[config.mk]
export PLATFORM = sky130hd
export DESIGN_NAME = demux_1_4_reg
export DESIGN_NICKNAME = d
export VERILOG_FILES = /design/src/rtl/demux_pkg.sv /design/src/rtl/demux_lane_reg.sv /design/src/rtl/demux_1_4_reg.sv
export SDC_FILE = /design/constraint.sdc
export NUM_CORES = 1
export LEC_CHECK = 0
export CAP_MARGIN = 10
export CORE_MARGIN = 3
export CORE_UTILIZATION = 45
export CTS_CLUSTER_DIAMETER = 60
export DETAILED_ROUTE_END_ITERATION = 8
export DONT_BUFFER_PORTS = 1
export MAX_ROUTING_LAYER = met4
export PLACE_DENSITY = 0.64
export SYNTH_ARGS = -nofsm -noshare
export SYNTH_HDL_FRONTEND = slang
export SYNTH_SLANG_ARGS = --single-unit
[constraint.sdc]
create_clock -name clk -period 4.6 [get_ports clk]
set_clock_uncertainty 0.2 [all_clocks]
set_input_delay 1.38 -clock clk [delete_from_list [all_inputs] [get_ports clk]]
set_output_delay 1.38 -clock clk [all_outputs]
set_load 0.005 [all_outputs]
[src/rtl/demux_pkg.sv]
// Shared constants and lane-index type for the registered 1:4 demultiplexer.
package demux_pkg;

    localparam int NUM_LANES = 4;
    localparam int SEL_W     = 2;

    typedef logic [SEL_W-1:0] lane_idx_t;

    // Round-robin successor; the natural 2-bit wrap gives 3 -> 0.
    function automatic lane_idx_t next_lane(input lane_idx_t idx);
        return idx + lane_idx_t'(1);
    endfunction

endpackage

[src/rtl/demux_lane_reg.sv]
// Single-entry holding register for one output lane with a valid/ready handshake.
module demux_lane_reg #(
    parameter int WIDTH = 8
) (
    input  logic             clk,
    input  logic             rst_n,
    input  logic             load,
    input  logic             ready,
    input  logic [WIDTH-1:0] d,
    output logic             valid,
    output logic [WIDTH-1:0] q
);

    // A load wins over a same-cycle drain so back-to-back traffic has no bubble.
    always_ff @(posedge clk) begin
        if (!rst_n) begin
            valid <= 1'b0;
            q     <= '0;
        end else if (load) begin
            valid <= 1'b1;
            q     <= d;
        end else if (valid && ready) begin
            valid <= 1'b0;
        end
    end

endmodule

[src/rtl/demux_1_4_reg.sv]
// Registered 1:4 demultiplexer: steers one input stream to one of four lanes,
// chosen by an explicit select or by a strict round-robin pointer.
module demux_1_4_reg
    import demux_pkg::*;
#(
    parameter int WIDTH = 8
) (
    input  logic                       clk,
    input  logic                       rst_n,
    input  logic [WIDTH-1:0]           D,
    input  logic                       in_valid,
    output logic                       in_ready,
    input  logic [SEL_W-1:0]           S,
    input  logic                       auto_mode,
    output logic [NUM_LANES*WIDTH-1:0] Y,
    output logic [NUM_LANES-1:0]       out_valid,
    input  logic [NUM_LANES-1:0]       out_ready,
    output logic [SEL_W-1:0]           rr_ptr
);

    lane_idx_t            rr_q;
    lane_idx_t            tgt;
    logic                 accept;
    logic [NUM_LANES-1:0] load;

    assign tgt      = auto_mode ? rr_q : lane_idx_t'(S);
    assign in_ready = ~out_valid[tgt] | out_ready[tgt];
    assign accept   = in_valid & in_ready & rst_n;
    assign rr_ptr   = rr_q;

    // The pointer never skips a full lane: it only moves when a word is taken.
    always_ff @(posedge clk) begin
        if (!rst_n) begin
            rr_q <= '0;
        end else if (accept && auto_mode) begin
            rr_q <= next_lane(rr_q);
        end
    end

    for (genvar k = 0; k < NUM_LANES; k++) begin : g_lane
        assign load[k] = accept && (tgt == lane_idx_t'(k));

        demux_lane_reg #(
            .WIDTH (WIDTH)
        ) u_lane (
            .clk   (clk),
            .rst_n (rst_n),
            .load  (load[k]),
            .ready (out_ready[k]),
            .d     (D),
            .valid (out_valid[k]),
            .q     (Y[k*WIDTH +: WIDTH])
        );
    end

endmodule

# Yosys cells after proc, flatten, opt, wreduce, memory -nomap -nowiden
# Index checks and enable logic that the tools add are counted.
[op_classes]
reduce_logical = 14
eq_ne = 3
muxes = 13
n_lt_le_gt_ge = 1
addsub = 1
n_bitwise = 4
[ops]
columns = ["operator", "n"]
rows = [
  ["2-to-1 mux 1 bit", 10],
  ["logical AND 1 bit", 9],
  ["nonzero test 2 bit", 4],
  ["binary-select mux 1 bit (select 2 bit)", 2],
  ["equality test 2 bit (second input constant)", 2],
  ["less-than comparator 2 x 3 -> 1 bit (second input constant)", 1],
  ["adder 2 x 1 -> 2 bit (second input constant)", 1],
  ["bitwise AND 1 bit", 2],
  ["equality test 2 x 1 -> 1 bit (second input constant)", 1],
  ["zero test 2 bit", 1],
  ["2-to-1 mux 2 bit", 1],
  ["NOT 1 bit", 1],
  ["bitwise OR 1 bit", 1],
]
[totals]
out_inout_bits = 39
reg_bits = 38

# Depth between registers and ports, before layout
[logic_depth]
depth_word = 9
mapped_depth = 6
ltp_nobuf = 4

# By module
# Synthesis repeated with hierarchy kept, for this count alone.
[hier_totals]
hier_cells = 138
hier_area_um2 = 1547.7
[modules_own_cells]
columns = ["module", "area_per_inst_um2", "cells_per_inst", "instances"]
rows = [
  ["demux_lane_reg", 335.3, 28, 4],
  ["demux_1_4_reg", 206.4, 26, 1],
]

# Least setup slack after synthesis
# OpenSTA, ideal clock, no wires.
[synth_path]
kind = "input -> output"
from = "input auto_mode"
to = "output in_ready"
arrival_ps = 2258
n_path_buf = 1
t_required_ps = 3020
path_stages = 4
path_slack_ps = 762
cell_sequence = "buf_6 mux2_4 mux2_2 mux2i_1"
[synth_between]
elab_chain_len = 5
word_cells_on_any_way = 7
[synth_rtl]
columns = ["element", "line_no", "rtl"]
rows = [
  ["start: declaration", "demux_1_4_reg.sv:14", "input logic auto_mode,"],
  ["2-to-1 mux 2 bit (*)", "demux_1_4_reg.sv:26", "assign tgt = auto_mode ? rr_q : lane_idx_t'(S);"],
  ["binary-select mux 1 bit (select 2 bit)", "demux_1_4_reg.sv:27", "assign in_ready = ~out_valid[tgt] | out_ready[tgt];"],
  ["2-to-1 mux 1 bit (not written as such)", "demux_1_4_reg.sv:27", ""],
  ["NOT 1 bit", "demux_1_4_reg.sv:27", ""],
  ["bitwise OR 1 bit (*)", "demux_1_4_reg.sv:27", ""],
  ["end: declaration", "demux_1_4_reg.sv:12", "output logic in_ready,"],
]
# Mark *: on every way between the ends. The rest lies on a longest branch, timed or not. The select of a mux whose other input is x is not followed.

# Final worst setup path
# Ends and elaborated chain as after synthesis.

==> reports/metrics.cfg <==
[outcome]
status = completed

[grt]
grt_pass1_wl_um = 5280
grt_usage_pct = 16.8
grt_pass1_vias = 1013
grt_overflow = 0
grt_max_degree = 41
antenna_found_initial = 0

[worst_setup_path]
cp-start-kind = primary input
r2r_end = g_lane[3].u_lane.q[7]
ff2ff_path_depth = 5
cp_data_required_time_ns = 3.02
r2r-start = rr_ptr[1]
critPathArrivalTime_ns = 2.23
critical_path_class = in -> out
crit_fanout = 5
r2r_setup_slack_ns = 2.44
end_kind = primary output

[floorplanning]
die_h_um = 65.3
initial_core_util_pct = 49.4
coreArea_sq_um = 3200
ioPinCount = 57
dieArea_sq_um = 4260
rows = 20
die_x_um = 65.3

[finish]
final_cell_area_sq_um = 1680
antenna_cells = 0
nNetsFinal = 159
drive_gt1_share_pct = 12.7
utilization_pct = 52.5
nFillCells = 309
area_delta_synth_final_pct = 6.41

[power_and_ir_drop]
power.leakage_nw = 0.543
power_density_nw_per_um2 = 357
irDropWorstVdd_mv = 0.209
p_total_mw = 0.601

[clocking]
clock_path_buffers = 2
cts_tree = done
cts-htree-levels = 2
cts_hold_buf = 0
cts_made_buffers = 5
cts.sinks = 38
clkTransAtPathRegs_ns = 0.10
post_cts_buffers = 0
clockRootBuffer = clkbuf_4
clock_latency_ns = 0.33
post_cts_resized = 0

[synthesis]
yosysSeqAreaShare_pct = 48.1
synthesis.area_sq_um = 1580
yosysUniqueCellTypes = 19
ys_ff_latch = 38
synth_nets = 161
syn_inst = 143
synth.avg_cell_area_sq_um = 11.1
ys_warn_count = 0

[hold_path]
hold_start = g_lane[1].u_lane.q[0]
holdPathStages = 2
worstHoldPathType = reg -> reg
hold_path_end = g_lane[1].u_lane.q[0]

[place]
dpl.hpwl_um = 2230
placement.cell_area_sq_um = 1610
place.gp.congestion = 0.668
io_buffers = 0

[timing]
period_share_pct = 82.8
tns_ns = 0
slew-limit-headroom_pct = 49.7
setup_viol = 0
timing.fmax_mhz = 263
worst_pin_slew_ns = 0.749
rsz0062_at_grt = false
drv_slew = 0
min_period_ns = 3.81
holdWs_ns = 0.344
final-hold-violation-count = 0

[routing]
m1WireLength_um = 1340
drtIter0Drc = 58
highest_layer = met4
wl_met2_um = 1440
ant_nets = 0
wl_per_cell_um = 16.9
drt_wl_total_um = 3140
drc = 0
via_count = 976
drt_pass1_iterations = 3
route.met3.wl_um = 315
avgViaCountPerCell = 5.25

[job]
drv_cap = 0

[placed cells by master, fill, tap and decap left out, drive strengths merged]
master and count:
o21ai 1, a21boi 1, o21a 4, o41ai 1
o311ai 1, bufinv 1, nor2b 36, mux2 4
nor4 4, or3 1, nand2b 1, dfxtp 38
nand2 2, buf 4, clkbuf 7, mux2i 35
inv 1
[cells by family after synthesis]
group	after synthesis	share of synthesized area (%)
simple gates	44	17.1
compound gates	8	3.80
flops	38	48.1
mux	39	25.5
buf+inv	14	5.54
[cell type report]
cell class | count | area [sq um] | area share [%]
sequential | 38 | 761 | 45.2
multi-input combinational | 91 | 758 | 45.1
tap | 44 | 55.1 | 3.27
clock buffer | 7 | 45.0 | 2.68
clock inverter | 1 | 30.0 | 1.78
timing repair buffer | 4 | 30.0 | 1.78
inverter | 1 | 3.75 | 0.223
[power breakdown]
part | internal (mW) | switching, mW
Combinational | 0.0209 | 0.0159
Clock | 0.115 | 0.104
Sequential | 0.338 | 0.00722
[how the worst max path moves through the flow]
stage                         start        to  depth (start not counted)
final                     auto_mode  in_ready                          3
after detailed placement  auto_mode  in_ready                          3
after floorplan           auto_mode  in_ready                          4
after CTS                 auto_mode  in_ready                          3
after global placement    auto_mode  in_ready                          3
after global routing      auto_mode  in_ready                          3
[flip-flops by register name (all words and copies together), names as in the netlist]
signal	count
g_lane.u_lane.q	32
g_lane.u_lane.valid	4
rr_ptr	2
[routing by layer]
layer,GRT usage (%),vias up
met3,8.21,6
met5,-,-
met4,5.44,0
met1,20.0,453
met2,25.0,39
li1,-,478
[metrics by stage]
| step | worst slack [ns] | std cells |
|---|---|---|
| after floorplan | 0.762 | 143 |
| after global placement | 0.820 | 178 |
| after detailed placement | 0.798 | 178 |
| after CTS | 0.791 | 186 |
| after global routing | 0.752 | 186 |
| final | 0.793 | 186 |
[Yosys cell counts (all sizes together)]
master  instances  area share [%]
dfxtp          38              48
nor2b          36              14
mux2i          35              22
buf             9             4.4
clkbuf          4            0.95
mux2            4             3.3
nor4            4             1.6
o21a            4             1.9
nand2           2            0.47
a21boi          1            0.47
inv             1            0.24
nand2b          1            0.40
o21ai           1            0.32
o311ai          1            0.55
o41ai           1            0.55
or3             1            0.40
[worst max-delay path, stage by stage]
cell and delay, ns:
mux2_4 0.32, mux2_2 0.31, mux2i_1 0.21
Power figures use the tool's default switching activity.
